==> config.mk <==
export PLATFORM = sky130hd
export DESIGN_NAME = multi_edge_detect
export DESIGN_NICKNAME = d
export VERILOG_FILES = /design/src/rtl/multi_edge_pkg.sv /design/src/rtl/multi_edge_detect_chan.sv /design/src/rtl/multi_edge_detect.sv
export SDC_FILE = /design/constraint.sdc
export NUM_CORES = 1
export LEC_CHECK = 0
export BUFFER_PORTS_ARGS = -buffer_cell sky130_fd_sc_hd__buf_2
export CAP_MARGIN = 30
export CORE_AREA = 3 3 55 67
export CTS_CLUSTER_SIZE = 30
export DETAILED_ROUTE_END_ITERATION = 7
export DIE_AREA = 0 0 58 70
export PLACE_DENSITY = 0.87
export SETUP_SLACK_MARGIN = 0.15
export SYNTH_ARGS = -nofsm -noshare
export SYNTH_HDL_FRONTEND = slang
export SYNTH_HIERARCHICAL = 1
export SYNTH_SLANG_ARGS = --single-unit
==> constraint.sdc <==
create_clock -name clk -period 2.5 [get_ports clk]
set_input_delay 0.75 -clock clk [delete_from_list [all_inputs] [get_ports clk]]
set_output_delay 0.75 -clock clk [all_outputs]
set_load 0.03 [all_outputs]
==> src/rtl/multi_edge_pkg.sv <==
// Shared types for the multi-channel edge detector.
// Mode encoding selects which filtered edges raise an event.
package multi_edge_pkg;

  typedef logic [1:0] mode_t;

  localparam mode_t MODE_OFF  = 2'b00;
  localparam mode_t MODE_RISE = 2'b01;
  localparam mode_t MODE_FALL = 2'b10;
  localparam mode_t MODE_BOTH = 2'b11;

  function automatic logic evt_sel(
    input mode_t m,
    input logic  rise,
    input logic  fall
  );
    logic w_r;
    logic w_f;
    w_r = (m == MODE_RISE) || (m == MODE_BOTH);
    w_f = (m == MODE_FALL) || (m == MODE_BOTH);
    return (rise & w_r) | (fall & w_f);
  endfunction

endpackage

==> src/rtl/multi_edge_detect_chan.sv <==
// One channel: synchroniser, debounce filter, edge pulses,
// mode-gated event with sticky and overrun flags.
module edge_chan
  import multi_edge_pkg::*;
#(
  parameter int SYNC_STAGES = 2,
  parameter int DEB_CNT     = 4
) (
  input  logic  clk,
  input  logic  rst,
  input  logic  i_sig,
  input  mode_t i_mode,
  input  logic  i_clr,
  output logic  o_pos,
  output logic  o_neg,
  output logic  o_evt,
  output logic  o_sticky,
  output logic  o_ovr
);

  localparam int CNT_W = $clog2(DEB_CNT + 1);
  localparam logic [CNT_W-1:0] CNT_LAST =
    CNT_W'(DEB_CNT - 1);

  logic [SYNC_STAGES-1:0] r_sync;
  logic [CNT_W-1:0]       r_cnt;
  logic                   r_filt;

  logic w_s;
  logic w_diff;
  logic w_flip;
  logic w_rise;
  logic w_fall;
  logic w_evt;

  assign w_s    = r_sync[SYNC_STAGES-1];
  assign w_diff = w_s ^ r_filt;
  assign w_flip = w_diff && (r_cnt == CNT_LAST);
  assign w_rise = w_flip && !r_filt;
  assign w_fall = w_flip &&  r_filt;
  assign w_evt  = evt_sel(i_mode, w_rise, w_fall);

  always_ff @(posedge clk or posedge rst) begin
    if (rst) begin
      r_sync <= '0;
    end else begin
      r_sync <= {r_sync[SYNC_STAGES-2:0], i_sig};
    end
  end

  // Counter only runs while the synchronised level disagrees.
  always_ff @(posedge clk or posedge rst) begin
    if (rst) begin
      r_cnt  <= '0;
      r_filt <= 1'b0;
    end else if (!w_diff) begin
      r_cnt  <= '0;
    end else if (w_flip) begin
      r_cnt  <= '0;
      r_filt <= ~r_filt;
    end else begin
      r_cnt  <= r_cnt + 1'b1;
    end
  end

  always_ff @(posedge clk or posedge rst) begin
    if (rst) begin
      o_pos <= 1'b0;
      o_neg <= 1'b0;
      o_evt <= 1'b0;
    end else begin
      o_pos <= w_rise;
      o_neg <= w_fall;
      o_evt <= w_evt;
    end
  end

  // A same-cycle event beats the clear; overrun is then left alone.
  always_ff @(posedge clk or posedge rst) begin
    if (rst) begin
      o_sticky <= 1'b0;
      o_ovr    <= 1'b0;
    end else if (w_evt) begin
      o_sticky <= 1'b1;
      if (o_sticky && !i_clr) begin
        o_ovr <= 1'b1;
      end
    end else if (i_clr) begin
      o_sticky <= 1'b0;
      o_ovr    <= 1'b0;
    end
  end

endmodule

==> src/rtl/multi_edge_detect.sv <==
// Multi-channel debounced edge detector; one edge_chan
// per input, buses sliced per channel.
module multi_edge_detect
  import multi_edge_pkg::*;
#(
  parameter int CH          = 4,
  parameter int SYNC_STAGES = 2,
  parameter int DEB_CNT     = 4
) (
  input  logic            clk,
  input  logic            rst,
  input  logic [CH-1:0]   sig_in,
  input  logic [2*CH-1:0] mode_i,
  input  logic [CH-1:0]   clr_i,
  output logic [CH-1:0]   pos_pulse,
  output logic [CH-1:0]   neg_pulse,
  output logic [CH-1:0]   evt_pulse,
  output logic [CH-1:0]   evt_sticky,
  output logic [CH-1:0]   overrun
);

  for (genvar i = 0; i < CH; i++) begin : g_ch
    mode_t w_mode;
    assign w_mode = mode_t'(mode_i[2*i +: 2]);

    edge_chan #(
      .SYNC_STAGES (SYNC_STAGES),
      .DEB_CNT     (DEB_CNT)
    ) u_chan (
      .clk      (clk),
      .rst      (rst),
      .i_sig    (sig_in[i]),
      .i_mode   (w_mode),
      .i_clr    (clr_i[i]),
      .o_pos    (pos_pulse[i]),
      .o_neg    (neg_pulse[i]),
      .o_evt    (evt_pulse[i]),
      .o_sticky (evt_sticky[i]),
      .o_ovr    (overrun[i])
    );
  end

endmodule

==> results.py, run 1 <==
metrics = {
    "outcome": {
        "status": "completed",
    },
    "cts": {
        "h-tree-depth": 2,
        "clkTransAtPathRegs_ps": 120,
        "cts_resized": 0,
        "cts_buffer_depth": 2,
        "cts_buffers": 5,
        "post_cts_buffers": 0,
        "cts_tree": "yes",
        "clockRootBuffer": "clkbuf_4",
        "cts_sinks": 44,
        "clk_latency_ps": 350,
        "cts_hold_buf": 0,
    },
    "finish": {
        "drive_above_1_share": 0.294,
        "stdcell_count": 213,
        "fillCellCount": 264,
        "antenna_cells": 0,
        "nets": 198,
        "multi_input_comb_area_um2": 561,
        "fin_area_mm2": 0.00200,
        "area_growth_pct": 18.1,
        "register_area_mm2": 0.00110,
        "post-route-util": 0.648,
    },
    "worst_setup_path": {
        "worst_setup_path_end_kind": "output port",
        "worstPathRequired_ps": 1750,
        "critPathBufInv": 1,
        "max_stage_delay_ps": 400,
        "critical_path.top_delay_family": "flip-flops",
        "critPathMaxFanout": 3,
        "worstSetupStartpointType": "flip-flop",
        "worstPathCellList": "buf_2",
        "criticalPathCategory": "flip-flop to output port",
        "worstPathArrival_ps": 960,
        "slowest_stage": "dfrtp_1",
    },
    "floorplan": {
        "core_area_mm2": 0.00308,
        "die_area_mm2": 0.00406,
        "fp.dieW_um": 58,
        "num_rows": 22,
        "fp.dieH_um": 70,
        "start_util": 0.549,
        "io-pin-count": 38,
    },
    "logic_synthesis": {
        "synthTopCellsByArea": "dfrtp_1 65%, nor3b_1 7.1%, nand2b_1 4.4%",
        "yosysWarnings": 6,
        "yosysSeqAreaShare": 0.651,
        "synth_area_per_cell_um2": 12.8,
        "syn_area_mm2": 0.00169,
        "synth_cells": 132,
        "ys_types": 13,
        "synth_top_cell_by_area": "dfrtp_1",
        "synth.net_count": 154,
        "netlist.area_leader.share": 0.651,
        "ys_ff_latch": 44,
    },
    "placed_design": {
        "port_buffers": 37,
        "gp_congestion": 0.776,
        "detailed_place_hpwl_mm": 2.23,
        "dpl_cell_area_mm2": 0.00192,
        "pre_cts_ws_ps": 988,
        "dp.cells": 205,
    },
    "grt": {
        "grt_pass1_wl_mm": 4.86,
        "globalRouteTotalUtil": 0.160,
        "globalRouteOverflowTotal": 0,
        "grt_pass1_vias": 1116,
        "grt_max_degree": 14,
        "grt_antenna_before_repair": 0,
    },
    "sta": {
        "timing.fmax_mhz": 585,
        "relSlewSlack": 0.723,
        "finalHoldViolations": 0,
        "rsz0062_at_grt": "no",
        "maxSlewViolCount": 0,
        "holdWs_ps": 361,
        "fin_ws_ps": 790,
        "fin_crit_ps": 1710,
        "fin_crit_sh": 0.684,
        "worst_pin_slew_ps": 414,
        "fin_setup_tns_ps": 0,
        "setup_viol": 0,
        "finalClockSkew_ps": 5.39,
    },
    "flow_run": {
        "max_cap_viol_count": 0,
    },
    "detailed_routing": {
        "drc": 0,
        "routedWlPerCell_um": 13.2,
        "dr.pass1.iters": 4,
        "first_iter_violations": 33,
        "ant_nets": 0,
        "vias": 1116,
        "drt-total-wl_mm": 2.82,
        "via_per_inst": 5.24,
    },
    "pwr": {
        "power_mw": 1.66,
        "p_int_mw": 1.17,
        "swShare": 0.292,
        "pwr-share-comb": 0.202,
        "power_density_mw_per_mm2": 829,
        "power_leakage_nw": 1.10,
        "clkPwrFrac": 0.258,
        "peakVddDrop_uv": 493,
        "switching_power_mw": 0.484,
        "p_seq_frac": 0.540,
    },
    "worst_hold_path": {
        "hold_class": "flip-flop to flip-flop",
    },
}
-- layer usage --
| metal | wire length [µm] | vias to the layer above | track usage |
|---|---|---|---|
| met3 | 178 | 7 | 0.0518 |
| met1 | 1030 | 541 | 0.165 |
| met4 | 71 | 0 | 0.0928 |
| met2 | 1540 | 31 | 0.274 |
| met5 | 0 | - | 0 |
| li1 | - | 537 | - |
-- cell families after synthesis --
kind of cell / synth area share
xor gates and xnor gates: 0.0207
buffers and inverters: 0.0178
DFF: 0.651
adders and majority gates: 0.0296
AOI/OAI and AO/OA: 0.0562
and+or+nand+nor: 0.225
-- power groups by stage --
stage,clock [mW],combinational [mW],sequential (mW)
2_1_floorplan,0,0.223,0.929
3_3_place_gp,0,0.316,0.900
3_5_place_dp,0,0.339,0.912
4_1_cts,0.437,0.341,0.897
5_1_grt,0.471,0.375,0.914
6_report,0.427,0.334,0.895
-- synthesized netlist by cell type --
cell type and count:
and2b_1 4, and3b_1 4, and3b_2 4, dfrtp_1 44, ha_1 4, inv_1 8
nand2_1 16, nand2b_1 12, nor3_1 4, nor3b_1 16, o211ai_1 8, o21ai_2 4
xnor2_1 4
-- final cells by class --
cell class,instances,share of cell area
clock buffers,6,0.0207
multi-input cells,80,0.281
repair buffers,37,0.0927
clock inverters,2,0.0175
well taps,36,0.0225
inverters,8,0.0150
flip-flops and latches,44,0.551
-- final timing paths --
kind,startpoint,end,slack (ps),cells after the start
hold reg to reg,g_ch[0].u_chan/r_sync[0],g_ch[0].u_chan/r_sync[1],360,0
hold / removal,g_ch[0].u_chan/r_sync[0],g_ch[0].u_chan/r_sync[1],360,0
max in group asynchronous,rst,g_ch[2].u_chan/o_neg,1810,2
setup reg to reg,g_ch[0].u_chan/r_cnt[0],g_ch[0].u_chan/o_ovr,1290,4
setup / recovery,g_ch[1].u_chan/o_ovr,overrun[1],790,1
min in group asynchronous,rst,g_ch[3].u_chan/r_cnt[0],390,2
-- state kept, by name, indices dropped and copies added (netlist names) --
name,count
g_ch.u_chan/r_cnt,12
g_ch.u_chan/r_sync,8
g_ch.u_chan/o_evt,4
g_ch.u_chan/o_neg,4
g_ch.u_chan/o_ovr,4
g_ch.u_chan/o_pos,4
g_ch.u_chan/o_sticky,4
g_ch.u_chan/r_filt,4
-- placed cells by master, fill, tap and decap left out --
master	Yosys	layout
inv_1	8	8
nor3b_1	16	16
and2b_1	4	4
xnor2_1	4	4
and3b_1	4	4
clkbuf_4	0	5
nand2b_1	12	12
bufinv_16	0	1
dfrtp_1	44	44
nor3_1	4	4
buf_2	0	37
ha_1	4	4
clkinv_2	0	1
o21ai_2	4	4
o211ai_1	8	8
clkbuf_1	0	1
and3b_2	4	4
nand2_1	16	16
Power figures use the tool's default switching activity.
==> run 2: changes to the inputs <==
--- a/config.mk
+++ b/config.mk
@@ -7,11 +7,11 @@
 export LEC_CHECK = 0
 export BUFFER_PORTS_ARGS = -buffer_cell sky130_fd_sc_hd__buf_2
 export CAP_MARGIN = 30
-export CORE_AREA = 3 3 55 67
+export CORE_AREA = 3 3 59 72
 export CTS_CLUSTER_SIZE = 30
 export DETAILED_ROUTE_END_ITERATION = 7
-export DIE_AREA = 0 0 58 70
-export PLACE_DENSITY = 0.87
+export DIE_AREA = 0 0 62 75
+export PLACE_DENSITY = 0.8
 export SETUP_SLACK_MARGIN = 0.15
 export SYNTH_ARGS = -nofsm -noshare
 export SYNTH_HDL_FRONTEND = slang
==> constraint.sdc (replaced) <==
create_clock -name clk -period 1.4 [get_ports clk]
set_input_delay 0.42 -clock clk [delete_from_list [all_inputs] [get_ports clk]]
set_output_delay 0.42 -clock clk [all_outputs]
set_load 0.03 [all_outputs]
==> run 2 against run 1 <==
Compared with the run above:
- sequential power increased by 81%
- final cell count increased by 11%
- non-clock buffer count increased by 8
- total power increased by 85%
- critical endpoint unchanged
- worst hold slack worse by 220 ps
- sequential cell count unchanged
==> results.py, run 2 (synthesis gave the netlist of run 1 again) <==
metrics = {
    "worst_setup_path": {
        "critical_path.top_delay_family": "flip-flops",
        "critPathMaxFanout": 2,
        "max_stage_delay_ps": 410,
        "worstSetupStartpointType": "flip-flop",
        "critPathBufInv": 1,
        "slowest_stage": "dfrtp_1",
        "crit_start": "g_ch[1].u_chan/o_ovr",
        "worstPathCellList": "buf_6",
        "r2r-start": "g_ch[3].u_chan/r_cnt[0]",
        "criticalPathCategory": "flip-flop to output port",
        "worstPathRequired_ps": 980,
        "worstPathArrival_ps": 840,
        "worst_setup_path_end_kind": "output port",
    },
    "grt": {
        "grt.busiest_layer": "met2",
        "grt_antenna_before_repair": 0,
        "grt_pass1_vias": 1128,
        "use_met1": 0.158,
        "use_met2": 0.259,
        "grt_pass1_wl_mm": 4.90,
        "globalRouteOverflowTotal": 0,
        "globalRouteTotalUtil": 0.151,
        "grtUsageMet3": 0.0583,
        "grt_max_degree": 13,
    },
    "finish": {
        "drive_above_1_share": 0.330,
        "largest_reg_flops": 12,
        "final_common_cell": "dfrtp_1",
        "antenna_cells": 0,
        "area_growth_pct": 31.3,
        "nets": 206,
        "regMostFlops": "g_ch.u_chan/r_cnt",
        "stdcell_count": 237,
        "final_cell_mix": "44 x dfrtp_1, 20 x buf_6, 17 x buf_2",
        "reg_top3": "g_ch.u_chan/r_cnt: 12 flops, g_ch.u_chan/r_sync: 8 flops",
    },
    "detailed_routing": {
        "routedWlPerCell_um": 13.2,
        "drc": 0,
        "dr.pass1.iters": 4,
        "first_iter_violations": 26,
        "vias": 1146,
        "drt-total-wl_mm": 3.13,
        "ant_nets": 0,
        "via_per_inst": 4.84,
    },
    "sta": {
        "worst_pin_slew_ps": 422,
        "timing.fmax_mhz": 793,
        "rsz0062_at_grt": "yes",
        "fin_crit_ps": 1260,
        "finalClockSkew_ps": 4.24,
        "finalHoldViolations": 0,
        "setup_viol": 0,
        "maxSlewViolCount": 0,
        "relSlewSlack": 0.718,
        "fin_crit_sh": 0.900,
        "fin_ws_ps": 140,
        "fin_setup_tns_ps": 0,
        "holdWs_ps": 140,
    },
    "pwr": {
        "power_leakage_nw": 1.15,
        "power_density_mw_per_mm2": 1380,
        "peakVddDrop_uv": 699,
    },
    "floorplan": {
        "fp.dieH_um": 75,
        "io-pin-count": 38,
        "die_area_mm2": 0.00465,
        "core_area_mm2": 0.00363,
        "num_rows": 24,
        "start_util": 0.466,
        "fp.dieW_um": 62,
    },
    "placed_design": {
        "port_buffers": 37,
        "gp_congestion": 0.750,
        "pre_cts_ws_ps": 206,
        "detailed_place_hpwl_mm": 2.33,
        "dp.cells": 221,
    },
    "cts": {
        "cts_sinks": 44,
        "h-tree-depth": 2,
        "clockRootBuffer": "clkbuf_8",
        "cts_tree": "yes",
        "clk_latency_ps": 290,
        "cts_buffer_depth": 2,
        "cts_buffers": 5,
        "clkTransAtPathRegs_ps": 70,
    },
    "worst_hold_path": {
        "hold_class": "input port to asynchronous set/reset pin",
    },
    "flow_run": {
        "max_cap_viol_count": 0,
    },
    "outcome": {
        "status": "completed",
    },
}
## run 2: cell types whose count changed in the layout (fill, tap and decap cells not counted), moves of 5 or more
cell,delta
buf_6,+20
buf_2,-20
clkbuf_8,+6
buf_4,+8
clkbuf_4,-5
## run 2: worst register-to-register path, delay by kind of cell, from the launching register on
family / cells / cell delay [ps]
and+or+nand+nor: 1 / 230
adders and majority gates: 1 / 230
AOI/OAI and AO/OA: 2 / 210
DFF: 1 / 400
## run 2: final timing paths
check | cells after the start | end | slack [ps]
setup / recovery | 1 | overrun[1] | 140
max in group asynchronous | 2 | g_ch[0].u_chan/r_cnt[1] | 960
hold reg to reg | 0 | g_ch[3].u_chan/r_sync[1] | 360
hold / removal | 2 | g_ch[2].u_chan/r_cnt[2] | 140
min in group clk | 1 | g_ch[2].u_chan/r_sync[0] | 240
setup reg to reg | 4 | g_ch[3].u_chan/o_ovr | 210
## run 2: metal layers
metal,share of wire,wire length [µm],vias to the layer above
met5,0,0,-
met1,0.38,1180,561
met3,0.052,164,5
met2,0.56,1740,30
li1,-,-,550
met4,0.015,46,0
## run 2: repair_timing
action                                  4_1_cts  5_1_grt
buffers inserted                              5        3
resized for setup                            31       14
hold buffers                                  0        0
endpoints found under the setup margin       17       21
hold endpoints to repair                      0        0
## run 2: area by class of cell
cell class | instances | area [µm²]
fillers | 305 | 1410
repair buffers | 45 | 370
multi-input cells | 80 | 564
inverters | 8 | 30.0
clock buffers | 8 | 90.1
flip-flops and latches | 44 | 1100
well taps | 52 | 65.1
## run 2: per-stage QoR
step | utilization | instance area, µm² | power (mW)
after detailed placement | 0.534 | 1940 | 2.25
after floorplan | - | 1690 | 2.06
final | 0.611 | 2220 | 3.07
after CTS | 0.596 | 2160 | 3.08
after global placement | 0.534 | 1940 | 2.18
after global routing | 0.611 | 2220 | 3.28
## run 2: where the power goes
group	total, mW	leakage (nW)	internal (mW)	switching (mW)
clock	0.780	0.0455	0.402	0.378
combinational	0.675	0.525	0.329	0.346
sequential	1.62	0.581	1.46	0.158
total	3.07	1.15	2.19	0.882
==> run 3: changes to the inputs <==
--- a/config.mk
+++ b/config.mk
@@ -7,12 +7,12 @@
 export LEC_CHECK = 0
 export BUFFER_PORTS_ARGS = -buffer_cell sky130_fd_sc_hd__buf_2
 export CAP_MARGIN = 30
-export CORE_AREA = 3 3 59 72
+export CORE_AREA = 3 3 89 49
 export CTS_CLUSTER_SIZE = 30
 export DETAILED_ROUTE_END_ITERATION = 7
-export DIE_AREA = 0 0 62 75
+export DIE_AREA = 0 0 92 52
 export PLACE_DENSITY = 0.8
-export SETUP_SLACK_MARGIN = 0.15
+export SETUP_SLACK_MARGIN = 0.5
 export SYNTH_ARGS = -nofsm -noshare
 export SYNTH_HDL_FRONTEND = slang
 export SYNTH_HIERARCHICAL = 1
==> run 3 against run 2 <==
Compared with the run above:
- first-iteration DRC count increased by 50%
- critical path depth unchanged
- via count increased by 5.4%
- global-route usage increased by 1.9 points
- highest routed layer unchanged
- die area increased by 2.9%
- register-to-register slack got worse by 80 ps
- setup slack got worse by 20 ps
- sequential cell count unchanged
- clock skew increased by 2.4 ps
- total power increased by 16%
- largest cell class unchanged
- clock-buffer cell count decreased by 2
- maximum frequency decreased by 1.6%
==> results.py, run 3 (synthesis gave the netlist of run 1 again) <==
metrics = {
    "detailed_routing": {
        "via_per_inst": 4.85,
        "drt-total-wl_mm": 3.94,
        "routedWlPerCell_um": 15.8,
        "drc": 0,
        "vias": 1208,
        "first_iter_violations": 39,
        "ant_nets": 0,
        "dr.pass1.iters": 4,
    },
    "pwr": {
        "power_density_mw_per_mm2": 1390,
        "p_int_mw": 2.43,
        "peakVddDrop_uv": 569,
        "power_leakage_nw": 1.25,
        "swShare": 0.318,
        "switching_power_mw": 1.13,
        "pwr-share-comb": 0.325,
        "p_seq_frac": 0.472,
        "power_mw": 3.56,
        "clkPwrFrac": 0.202,
    },
    "sta": {
        "worst_pin_slew_ps": 436,
        "fin_crit_sh": 0.915,
        "finalClockSkew_ps": 6.60,
        "rsz0062_at_grt": "yes",
        "fin_ws_ps": 120,
        "holdWs_ps": 152,
        "maxSlewViolCount": 0,
        "timing.fmax_mhz": 781,
        "setup_viol": 0,
        "relSlewSlack": 0.709,
        "fin_crit_ps": 1280,
        "fin_setup_tns_ps": 0,
        "finalHoldViolations": 0,
    },
    "cts": {
        "cts_buffers": 5,
        "cts_sinks": 44,
        "cts_buffer_depth": 2,
        "clk_latency_ps": 280,
        "h-tree-depth": 2,
        "cts_tree": "yes",
        "clockRootBuffer": "clkbuf_8",
        "clkTransAtPathRegs_ps": 80,
    },
    "floorplan": {
        "fp.dieH_um": 52,
        "start_util": 0.454,
        "io-pin-count": 38,
        "core_area_mm2": 0.00372,
        "num_rows": 16,
        "die_area_mm2": 0.00478,
        "fp.dieW_um": 92,
    },
    "placed_design": {
        "detailed_place_hpwl_mm": 2.34,
        "dpl_cell_area_mm2": 0.00196,
        "dp.cells": 223,
        "port_buffers": 37,
        "gp_congestion": 0.726,
        "pre_cts_ws_ps": 219,
    },
    "grt": {
        "globalRouteOverflowTotal": 0,
        "grt_pass1_vias": 1256,
        "grt_antenna_before_repair": 0,
        "globalRouteTotalUtil": 0.170,
        "grt_pass1_wl_mm": 6.05,
        "grt_max_degree": 13,
    },
    "worst_hold_path": {
        "hold_class": "input port to asynchronous set/reset pin",
    },
    "finish": {
        "stdcell_count": 249,
        "drive_above_1_share": 0.626,
        "largest_reg_flops": 12,
        "regMostFlops": "g_ch.u_chan/r_cnt",
        "reg_top3": "g_ch.u_chan/r_cnt: 12 flops, g_ch.u_chan/r_sync: 8 flops",
        "final_cell_mix": "35 x dfrtp_1, 29 x buf_6, 17 x buf_2",
        "final_common_cell": "dfrtp_1",
        "antenna_cells": 0,
        "fin_area_mm2": 0.00257,
        "area_growth_pct": 51.7,
        "post-route-util": 0.689,
        "nets": 217,
    },
    "worst_setup_path": {
        "worst_setup_path_end_kind": "output port",
        "slowest_stage": "dfrtp_1",
        "max_stage_delay_ps": 420,
        "worstPathCellList": "buf_6",
        "critical_path.top_delay_family": "flip-flops",
        "critPathBufInv": 1,
        "worstPathRequired_ps": 980,
        "worstPathArrival_ps": 860,
        "critPathMaxFanout": 3,
        "criticalPathCategory": "flip-flop to output port",
        "worstSetupStartpointType": "flip-flop",
    },
    "flow_run": {
        "max_cap_viol_count": 0,
    },
    "outcome": {
        "status": "completed",
    },
}
-- run 3: final timing paths --
| check | start | end | slack [ps] | cells after the start |
|---|---|---|---|---|
| max | g_ch[3].u_chan/o_ovr | overrun[3] | 120 | 1 |
| min | rst | g_ch[2].u_chan/r_cnt[2] | 150 | 2 |
| max reg2reg | g_ch[2].u_chan/r_cnt[0] | g_ch[2].u_chan/r_cnt[0] | 130 | 4 |
| min reg2reg | g_ch[1].u_chan/r_sync[0] | g_ch[1].u_chan/r_sync[1] | 350 | 0 |
| max in group asynchronous | rst | g_ch[0].u_chan/r_filt | 910 | 2 |
| min in group clk | sig_in[3] | g_ch[3].u_chan/r_sync[0] | 240 | 1 |
-- run 3: layout make-up --
class / instances / area [µm²]
flip-flops and latches: 44 / 1110
inverters: 8 / 30.0
well taps: 54 / 67.6
clock buffers: 6 / 72.6
clock inverters: 1 / 5.00
repair buffers: 56 / 487
multi-input cells: 80 / 792
fillers: 261 / 1160
-- run 3: power groups by stage --
stage / Clock [mW] / Combinational (mW) / Sequential (mW)
2_1_floorplan: 0 / 0.407 / 1.66
3_3_place_gp: 0 / 0.576 / 1.61
3_5_place_dp: 0 / 0.625 / 1.63
4_1_cts: 0.744 / 0.926 / 1.65
5_1_grt: 0.798 / 1.24 / 1.70
6_report: 0.720 / 1.16 / 1.68
-- run 3: layer usage --
metal  vias up  GRT usage  share of wire
met2        31      0.284           0.49
met4         0     0.0714          0.019
met5         -          0              0
met1       598      0.211           0.45
met3         8     0.0477          0.046
li1        571          -              -
-- run 3: repair_timing --
| action | CTS | global route |
|---|---|---|
| hold buffers | 0 | 0 |
| gates resized for setup | 74 | 21 |
| endpoints found under the setup margin | 56 | 56 |
| pin swaps | 22 | 19 |
| setup buffers | 10 | 9 |
